$ cat src/rtl/mole_pkg.sv
// Shared types and constants for the whack-a-mole game engine.
package mole_pkg;

  typedef enum logic [1:0] {
    IDLE  = 2'd0,
    SPAWN = 2'd1,
    UP    = 2'd2,
    DONE  = 2'd3
  } state_t;

  localparam int MODE_SEQ  = 0;
  localparam int MODE_RAND = 1;

  // Galois taps for x^16 + x^14 + x^13 + x^11 + 1
  localparam logic [15:0] LFSR_POLY = 16'hB400;

endpackage

$ cat src/rtl/mole_lfsr.sv
// Free-running 16-bit Galois LFSR; only the low OUT_W bits are exported.
module mole_lfsr
  import mole_pkg::*;
#(
  parameter logic [15:0] SEED  = 16'hACE1,
  parameter int          OUT_W = 4
) (
  input  logic             clk,
  input  logic             reset_n,
  output logic [OUT_W-1:0] bits
);

  logic [15:0] lfsr;

  // Advance one step every cycle, shifting right and folding in the taps.
  always_ff @(posedge clk or negedge reset_n) begin
    if (!reset_n) lfsr <= SEED;
    else          lfsr <= {1'b0, lfsr[15:1]} ^ (lfsr[0] ? LFSR_POLY : 16'h0000);
  end

  assign bits = lfsr[OUT_W-1:0];

endmodule

$ cat src/rtl/mole_game.sv
// Whack-a-mole engine: one mole at a time, hit/miss scoring, timeout,
// wrong-switch penalty, sequential or pseudo-random hole order.
module mole_game
  import mole_pkg::*;
#(
  parameter int          N_HOLES        = 16,
  parameter int          ROUNDS         = 32,
  parameter int          SCORE_W        = 6,
  parameter logic [31:0] TIMEOUT_CYCLES = 32'd50_000_000,
  parameter int          MODE           = 0,
  parameter int          PENALTY        = 1,
  parameter logic [15:0] LFSR_SEED      = 16'hACE1
) (
  input  logic               clk,
  input  logic               reset_n,
  input  logic               start,
  input  logic [N_HOLES-1:0] sw,
  output logic [N_HOLES-1:0] LED,
  output logic [SCORE_W-1:0] score_count,
  output logic [SCORE_W-1:0] miss_count,
  output logic               busy,
  output logic               game_over
);

  localparam int               IDX_W    = $clog2(N_HOLES);
  localparam int               RND_W    = $clog2(ROUNDS + 1);
  localparam logic [IDX_W:0]   N_EXT    = (IDX_W + 1)'(N_HOLES);
  localparam logic [IDX_W-1:0] LAST_IDX = IDX_W'(N_HOLES - 1);

  state_t             state, state_nxt;
  logic [N_HOLES-1:0] sw_q, tog, mask;
  logic [IDX_W-1:0]   idx, idx_nxt, lfsr_bits, red;
  logic [IDX_W:0]     raw;
  logic [RND_W-1:0]   round_cnt, round_inc;
  logic [31:0]        timer;
  logic               hit, wrong, tmo, ev, last;

  mole_lfsr #(.SEED(LFSR_SEED), .OUT_W(IDX_W)) u_lfsr (
    .clk     (clk),
    .reset_n (reset_n),
    .bits    (lfsr_bits)
  );

  // Switch history for edge detection; tracks sw in every state.
  always_ff @(posedge clk) sw_q <= sw;

  assign tog       = sw ^ sw_q;
  assign mask      = N_HOLES'(1) << idx;
  assign hit       = |(tog & mask);
  assign wrong     = (PENALTY != 0) && |(tog & ~mask);
  assign tmo       = (timer == 32'd0);
  assign ev        = hit || wrong || tmo;
  assign round_inc = round_cnt + RND_W'(1);
  assign last      = (round_inc == RND_W'(ROUNDS));

  // Next hole: sequential wrap, or reduced LFSR bits nudged off the previous hole.
  always_comb begin
    raw     = {1'b0, lfsr_bits};
    red     = (raw >= N_EXT) ? IDX_W'(raw - N_EXT) : lfsr_bits;
    idx_nxt = (idx == LAST_IDX) ? '0 : idx + IDX_W'(1);
    if (MODE == MODE_RAND) begin
      if (red == idx) idx_nxt = (red == LAST_IDX) ? '0 : red + IDX_W'(1);
      else            idx_nxt = red;
    end
  end

  // State register.
  always_ff @(posedge clk or negedge reset_n) begin
    if (!reset_n) state <= IDLE;
    else          state <= state_nxt;
  end

  // Next-state logic.
  always_comb begin
    state_nxt = state;
    case (state)
      IDLE:    if (start) state_nxt = SPAWN;
      SPAWN:   state_nxt = UP;
      UP:      if (ev) state_nxt = last ? DONE : SPAWN;
      DONE:    if (start) state_nxt = SPAWN;
      default: state_nxt = IDLE;
    endcase
  end

  // State-decoded status outputs.
  always_comb begin
    busy      = (state == SPAWN) || (state == UP);
    game_over = (state == DONE);
  end

  // Datapath: mole position, timer, scores and round count.
  always_ff @(posedge clk or negedge reset_n) begin
    if (!reset_n) begin
      LED         <= '0;
      score_count <= '0;
      miss_count  <= '0;
      round_cnt   <= '0;
      timer       <= '0;
      idx         <= '0;
    end else begin
      case (state)
        IDLE, DONE: begin
          LED <= '0;
          if (start) begin
            score_count <= '0;
            miss_count  <= '0;
            round_cnt   <= '0;
            // parking on the last hole makes the sequential order start at 0
            idx         <= LAST_IDX;
          end
        end
        SPAWN: begin
          idx   <= idx_nxt;
          LED   <= N_HOLES'(1) << idx_nxt;
          timer <= TIMEOUT_CYCLES - 32'd1;
        end
        UP: begin
          if (hit) begin
            if (score_count != '1) score_count <= score_count + SCORE_W'(1);
          end else if (wrong || tmo) begin
            if (miss_count != '1) miss_count <= miss_count + SCORE_W'(1);
          end else begin
            timer <= timer - 32'd1;
          end
          if (ev) begin
            LED       <= '0;
            round_cnt <= round_inc;
          end
        end
        default: LED <= '0;
      endcase
    end
  end

endmodule

$ cat config.mk
export PLATFORM = sky130hd
export DESIGN_NAME = mole_game
export DESIGN_NICKNAME = d
export VERILOG_FILES = /design/src/rtl/mole_pkg.sv /design/src/rtl/mole_lfsr.sv /design/src/rtl/mole_game.sv
export SDC_FILE = /design/constraint.sdc
export NUM_CORES = 1
export LEC_CHECK = 0
export CAP_MARGIN = 20
export CORE_MARGIN = 2
export CORE_UTILIZATION = 46
export CTS_BUF_LIST = sky130_fd_sc_hd__clkbuf_4
export DETAILED_ROUTE_END_ITERATION = 10
export GPL_ROUTABILITY_DRIVEN = 0
export PLACE_DENSITY = 0.65
export SLEW_MARGIN = 20
export SYNTH_ARGS = -nofsm -noshare
export SYNTH_HDL_FRONTEND = slang
export SYNTH_SLANG_ARGS = --single-unit
$ cat constraint.sdc
create_clock -name clk -period 3.5 [get_ports clk]
set_input_delay 0.7 -clock clk [delete_from_list [all_inputs] [get_ports clk]]
set_output_delay 0.7 -clock clk [all_outputs]
set_load 0.005 [all_outputs]
==> impl_results.md, run 1 <==
* Total congestion overflow at 0
* Clock tree from TritonCTS: yes
* Clk sinks at between 80 and 90
* Global-route wire length before repair at between 15000 and 20000 µm
* Critical path peak fanout at 6
* Final clock skew at roughly 0.021 ns
* Finished layout cell area at approximately 5700 µm²
* Area delta synth->final at 16.9%
* Top Ports at just under 50
* Critical path data arrival time at approximately 3.5 ns
* Final total power at approximately 3.1 mW
* Cell count after synthesis at about 540
* Summed negative setup slack over all endpoints at 0 ns
* Number of buffers added by the clock tree synthesis step at 9
* Non-filler instance count after layout at 723
* Required @ worst endpoint at between 3 and 4 ns
* Die span in y at ~110 µm
* Setup repair after global routing missed its margin: false
* PwrDens at about 560 nW/µm²
* Cell count of the worst reg-to-reg path at 8
* Number of buffer cells added on primary ports at 48
* Clock slew at the register clock pins of the worst setup and hold paths at approximately 0.15 ns
* Biggest area consumer among synthesized cells: dfrtp_1
* Number of nets produced by synthesis at approximately 570
* Filler Cells Inserted at 976
* Async S/R FF share, synth at roughly 82%
* Total area of multi-input combinational cells at 2510 µm²
* Slew headroom at roughly 56%
* Wire length per cell after detailed routing at roughly 15 µm
* Main area contributors after synthesis: dfrtp_1 37%, dfxtp_1 6.6%, nand2_1 5.2%, o21ai_0 5.0%, ha_1 3.9%
* Fraction of layout cells with a size suffix above 1 at around 9.7%
* Worst flop-to-flop path startpoint: timer[18]$_DFFE_PN0P_
* Die Outline Area at between 10000 and 15000 µm²
* Number of design-rule violations left by the first detailed-router iteration at approximately 220
* Yosys reg bits at 88
* Post-route ant nets at 0
* Remaining design rule violation count at 0
* Count of cells resized by post-cts repair at 0
* Number of pins with negative max-slew slack in the final report at 0
* Final setup violation count at 0
* Setup Buffers After CTS at 0
* Classification of the worst setup path: register to register
* Antenna violations before repair at 0
* Final net count at 616
* Post-synthesis sequential area ratio at ~44%
* Die X at 107 µm
* Effective utilization at floorplan at roughly 47%
* Router iterations before antenna repair at 4
* Hold WS at 0.253 ns
* Via count of the first global-routing pass at about 4000
* Yosys cell types at 64
* Final worst path period need at 3.18 ns
* Placed cell areas at between 5000 and 6000 µm²
* Largest voltage drop on the vdd net at around 0.31 mV
* Mean instance size in the synthesized netlist at about 9.0 µm²
* Type of the most critical hold path: input port to async pin
* Min setup slack post-route at 0.320 ns
* Flip-flop and latch area at 2120 µm²
* Count of flip-flops with a built-in enable after synthesis at 0
* Reg2reg setup slack at around 0.32 ns
* Element type at the critical path start: register
* Max Buffers Root-to-Sink at 2
* Max-Cap Viols at 0
* R2r endpoint: round_cnt[4]$_DFFE_PN0P_
* Core utilization of the finished layout at between 50% and 60%
* Prevailing post-synth register cell: dfrtp_1
* Post-CTS Hold Buffers at 0
* Dpl ws at between 0.15 and 0.2 ns
* Antenna cell count at 0
* Global Route Usage Sum at about a fifth
* Fraction of synthesized cell area taken by the top area cell type at a little under two fifths
* Level count of the clock H-tree at 3
* Sum of net half-perimeters after detailed placement at about 8000 µm
* Crit end category: register
* CTS root buf: clkbuf_4
* Via count normalized by instance count at approximately 5.6
* Share of the clock period used by the worst path after layout at between 90% and 100%
* Total number of vias at around 4000
* Leakage power summed over all cells at 2.31 nW
* Highest clock rate at roughly 310 MHz
* Status: completed
* CORE AREA at 10300 µm²
* Number of instances in the placed design at just over 700
* Cell types with the highest counts after synthesis: 72 x dfrtp_1, 67 x nand2_1, 48 x o21ai_0
* Maximum number of pins on one net before global-route repair at 73
* Syn. warnings at 0
* Wire length after detailed routing at 11100 µm
* Clock latency on the worst-skew pair at 0.44 ns
* Cell area after technology mapping at just under 5000 µm²
* Slew at the pin closest to its max-slew limit at 0.647 ns
* Hold Vio Cnt, Final at 0
* Library cell with the highest instance count after synthesis: dfrtp_1
* Floorplan row count at 37
[power by group]
group | internal, mW | leakage (nW) | switching [mW]
Sequential | 1.10 | 1.02 | 0.116
Clock | 0.224 | 0.0733 | 0.376
Combinational | 0.529 | 1.22 | 0.796
Total | 1.86 | 2.31 | 1.29
[cell families after synthesis]
group	after synthesis	synth area share, %
flip-flops	88	43.9
AND/OR/NAND/NOR	227	26.4
adder cells (fa/ha/maj)	15	3.88
AO/OA/AOI/OAI	131	16.8
XOR/XNOR	18	3.26
multiplexers	7	1.45
buffers and inverters	49	4.27
[worst max-delay path by stage]
stage / slack (ns) / start / cells past startpoint / endpoint
floorplan: 0.59 / idx[2]$_DFFE_PN0P_ / 13 / timer[19]$_DFFE_PN0P_
global placement: 0.23 / sw[4] / 9 / timer[23]$_DFFE_PN0P_
detailed placement: 0.19 / sw[4] / 9 / timer[23]$_DFFE_PN0P_
CTS: 0.29 / timer[18]$_DFFE_PN0P_ / 8 / round_cnt[3]$_DFFE_PN0P_
global route: 0.07 / idx[0]$_DFFE_PN0P_ / 11 / LED[12]$_DFFE_PN0P_
finish: 0.32 / timer[18]$_DFFE_PN0P_ / 8 / round_cnt[4]$_DFFE_PN0P_
[per-layer routing]
metal  track usage, %  wire length, µm  vias to the layer above  part of all wire [%]
li1                 -                -                     2037                     -
met3             4.72              381                        6                   3.4
met4             3.80               80                        0                  0.72
met2             34.8             5410                       69                    49
met5                0                0                        -                     0
met1             27.2             5180                     1962                    47
[cells in the final DEF, fill, tap and decap left out, types with 3 or more instances in the layout]
cell type | synthesis | layout
dfrtp_1 | 72 | 72
nand2_1 | 67 | 67
o21ai_0 | 48 | 48
clkdlybuf4s50_1 | 0 | 47
nor2_1 | 30 | 30
a21oi_1 | 25 | 25
nand3_1 | 25 | 25
inv_1 | 18 | 18
xor2_1 | 17 | 17
buf_4 | 0 | 17
dfxtp_1 | 16 | 16
ha_1 | 15 | 15
or3_1 | 11 | 11
or4_1 | 11 | 11
nor3_1 | 11 | 11
o31ai_1 | 11 | 11
a31oi_1 | 10 | 10
nand4_1 | 10 | 10
clkbuf_4 | 1 | 9
and3_1 | 8 | 8
mux2i_1 | 7 | 7
or2_2 | 7 | 7
nand2b_1 | 6 | 6
nor2b_1 | 5 | 5
a22oi_1 | 5 | 5
o211ai_1 | 5 | 5
a21o_1 | 4 | 4
nand3b_1 | 4 | 4
o41ai_1 | 4 | 4
and4_1 | 4 | 4
a32oi_1 | 3 | 3
or4_4 | 3 | 3
inv_6 | 0 | 3
[critical path, cell delays in order, from the launching register on]
cell and delay [ns]:
dfrtp_1 0.43, or4_4 0.56, or4_4 0.48, nor4_4 0.33
nand4_2 0.22, nor4bb_4 0.26, buf_4 0.19, or3_4 0.38
o31ai_1 0.22
[registers in the layout, indices dropped and copies added (netlist names)]
register,count
score_count,6
timer,32
idx,4
LED,16
sw_q,16
round_cnt,6
miss_count,6
state,2
[layout make-up]
class,count,share of cell area (%)
inverter,18,1.19
timing repair buffer,67,11.4
sequential,88,37.5
multi-input combinational,398,44.4
tap,136,3.01
clock inverter,7,1.35
clock buffer,9,1.19
Power figures use the tool's default switching activity.
==> inputs of run 2 (changes only) <==
--- a/config.mk
+++ b/config.mk
@@ -5,13 +5,14 @@
 export SDC_FILE = /design/constraint.sdc
 export NUM_CORES = 1
 export LEC_CHECK = 0
+export ABC_AREA = 1
 export CAP_MARGIN = 20
 export CORE_MARGIN = 2
 export CORE_UTILIZATION = 46
 export CTS_BUF_LIST = sky130_fd_sc_hd__clkbuf_4
 export DETAILED_ROUTE_END_ITERATION = 10
 export GPL_ROUTABILITY_DRIVEN = 0
-export PLACE_DENSITY = 0.65
+export PLACE_DENSITY = 0.64
 export SLEW_MARGIN = 20
 export SYNTH_ARGS = -nofsm -noshare
 export SYNTH_HDL_FRONTEND = slang
==> impl_results.md, run 2 <==
* Status: completed
* Most frequent cells in the layout: 251 x nand2_1, 139 x nor2_1, 79 x inv_1
* Wire length per cell after detailed routing at 12.0 µm (-21%)
* Cell types with the highest counts after synthesis: 251 x nand2_1, 139 x nor2_1, 79 x inv_1
* Crit end category: register
* Level count of the clock H-tree at 3 (unchanged)
* Total number of vias at 4635 (+14%)
* Total congestion overflow at 0 (unchanged)
* Router iterations before antenna repair at 4 (unchanged)
* Clock slew at the register clock pins of the worst setup and hold paths at 0.14 ns (about the same)
* Cell count after synthesis at 765 (+43%)
* Library cell with the highest instance count after synthesis: nand2_1
* Wire length after detailed routing at 11500 µm (+4.2%)
* Post-CTS Hold Buffers at 0 (unchanged)
* Antenna violations before repair at 0 (unchanged)
* Number of buffer cells added on primary ports at 48 (unchanged)
* Final clock skew at 0.0159 ns (-0.00468 ns)
* Top Registers: timer (32), LED (16), sw_q (16)
* Largest reg by FF count: timer
* Fraction of synthesized cell area taken by the top area cell type at 33.7% (-3.5 points)
* Critical path peak fanout at 32 (+26)
* CTS root buf: clkbuf_4
* Area delta synth->final at 13.5%
* Slew headroom at 33.1% (-23 points)
* Antenna cell count at 0 (unchanged)
* Summed negative setup slack over all endpoints at 0 ns (unchanged)
* Share of the clock period used by the worst path after layout at 83.4% (-7.4 points)
* Main area contributors after synthesis: dfrtp_1 34%, nand2_1 18%, nor2_1 9.8%, dfxtp_1 6.0%, inv_1 5.5%
* Number of nets produced by synthesis at 799 (+40%)
* Syn. warnings at 0 (unchanged)
* Post-route ant nets at 0 (unchanged)
* Global-route wire length before repair at 20000 µm (+4.9%)
* Die X at 112 µm (+4.9%)
* Reg2reg setup slack at 0.58 ns (+0.26 ns)
* Cell area after technology mapping at 5350 µm² (+11%)
* Hold WS at 0.274 ns (+0.0212 ns)
* Remaining design rule violation count at 0 (unchanged)
* Via count normalized by instance count at 4.84 (-14%)
* Die Outline Area at 12500 µm² (+10%)
* Max Buffers Root-to-Sink at 2 (unchanged)
* Clock latency on the worst-skew pair at 0.47 ns (+0.03 ns)
* Clk sinks at 88 (unchanged)
* Maximum number of pins on one net before global-route repair at 42 (-42%)
* Final total power at 3.91 mW (+24%)
* Number of pins with negative max-slew slack in the final report at 0 (unchanged)
* Min setup slack post-route at 0.580 ns (+0.260 ns)
* Worst flop-to-flop path startpoint: idx[2]$_DFFE_PN0P_
* Prevailing post-synth register cell: dfrtp_1
* Element type at the critical path start: register
* Setup Buffers After CTS at 0 (unchanged)
* Dpl ws at 0.379 ns (+0.188 ns)
* Sum of net half-perimeters after detailed placement at 8470 µm (+8.8%)
* Async S/R FF share, synth at 81.8% (unchanged)
* Post-synthesis sequential area ratio at 39.7% (-4.2 points)
* Classification of the worst setup path: register to register
* Clock tree from TritonCTS: yes
* Leakage power summed over all cells at 3.04 nW (+31%)
* Die span in y at 112 µm (+4.9%)
* Number of flip-flops in the largest register at 32 (unchanged)
* Top Ports at 49 (unchanged)
* PwrDens at 645 nW/µm² (+16%)
* Biggest area consumer among synthesized cells: dfrtp_1
* Number of design-rule violations left by the first detailed-router iteration at 306 (+41%)
* Most common library cell in the layout ignoring fill and taps: nand2_1
* Highest clock rate at 343 MHz (+8.9%)
* Slew at the pin closest to its max-slew limit at 1.00 ns (+0.354 ns)
* R2r endpoint: timer[3]$_DFFE_PN0P_
* Final setup violation count at 0 (unchanged)
* Type of the most critical hold path: input port to async pin
* Final worst path period need at 2.92 ns (-0.260 ns)
* Mean instance size in the synthesized netlist at 6.99 µm² (-23%)
* Hold Vio Cnt, Final at 0 (unchanged)
* Fraction of layout cells with a size suffix above 1 at 7.37% (-2.3 points)
* Floorplan row count at 39 (+5.4%)
* Max-Cap Viols at 0 (unchanged)
* Setup repair after global routing missed its margin: false
* Required @ worst endpoint at 3.90 ns (+0.05 ns)
* Largest voltage drop on the vdd net at 0.361 mV (+15%)
* Cell count of the worst reg-to-reg path at 13 (+5)
* Global Route Usage Sum at 19.6% (-0.96 points)
* Count of cells resized by post-cts repair at 0 (unchanged)
* Number of buffers added by the clock tree synthesis step at 9 (unchanged)
* Yosys cell types at 35 (-45%)
* Effective utilization at floorplan at 47.0% (-0.054 points)
* CORE AREA at 11400 µm² (+11%)
* Yosys reg bits at 88 (unchanged)
* Critical path data arrival time at 3.32 ns (-0.21 ns)
* Via count of the first global-routing pass at 4335 (+9.3%)
* Final net count at 843 (+37%)
* Count of flip-flops with a built-in enable after synthesis at 0 (unchanged)
run 2: changes by cell type after synthesis, sizes merged, moves of 13 or more:
cell | previous run | this run
a21oi | 25 | 5
clkbuf | 21 | 5
nor2 | 30 | 147
inv | 18 | 81
or4 | 16 | 0
or3 | 13 | 0
nand2 | 67 | 264
nand3 | 25 | 56
o21ai | 48 | 32
run 2: final cells by class:
cell class	count	area, µm²
Timing Repair Buffer	52	518
Clock buffer	9	67.6
Sequential cell	88	2120
Clock inverter	7	86.3
Tap cell	143	179
Fill cell	1133	5310
Inverter	81	304
Multi-Input combinational cell	577	2790
run 2: how the worst max path moves through the flow:
stage	from	end	slack, ns	cells after the start
after global placement	sw[5]	timer[3]$_DFFE_PN0P_	0.48	12
after floorplan	idx[0]$_DFFE_PN0P_	timer[6]$_DFFE_PN0P_	1.44	14
after CTS	idx[2]$_DFFE_PN0P_	timer[3]$_DFFE_PN0P_	0.62	13
final	idx[2]$_DFFE_PN0P_	timer[3]$_DFFE_PN0P_	0.58	13
after global routing	idx[2]$_DFFE_PN0P_	timer[3]$_DFFE_PN0P_	0.36	13
after detailed placement	sw[6]	timer[3]$_DFFE_PN0P_	0.38	12
run 2: kinds of logic (layout without fill, tap and decap cells):
logic type	Yosys count	in the layout	synth area share, %
DFF	88	88	39.7
adders and majority gates	15	15	3.51
AOI/OAI and AO/OA	41	41	4.96
buffers and inverters	100	149	8.15
and+or+nand+nor	488	488	38.3
xor gates and xnor gates	33	33	5.41
run 2: per-stage QoR:
stage          cells  cell area (µm²)  utilization (%)
2_1_floorplan    765             5350                -
3_3_place_gp     941             5910             52.0
3_5_place_dp     941             5910             52.0
4_1_cts          957             6060             53.3
5_1_grt          957             6060             53.3
6_report         957             6060             53.3
run 2: layer usage:
| layer | vias up | routed length (µm) | global-route usage (%) |
|---|---|---|---|
| li1 | 2441 | - | - |
| met1 | 2109 | 5650 | 26.9 |
| met2 | 72 | 5260 | 31.4 |
| met3 | 13 | 384 | 2.99 |
| met4 | 0 | 208 | 7.16 |
| met5 | - | 0 | 0 |
run 2: power by group:
part	leakage, nW	switching, mW	internal, mW
Sequential	1.06	0.237	1.20
Clock	0.0847	0.362	0.284
Combinational	1.89	1.17	0.651
run 2: critical path, stage by stage (launching register included):
cell	delay [ns]
dfrtp_1	0.63
inv_2	0.19
ha_1	0.29
nand2_1	0.09
nand3_1	0.09
nand2_1	0.07
nor2_1	0.04
nand2_1	0.10
nor2_2	0.05
nand2_2	0.12
nor2_8	0.10
nor2_4	0.77
nand2_1	0.16
o21ai_2	0.10
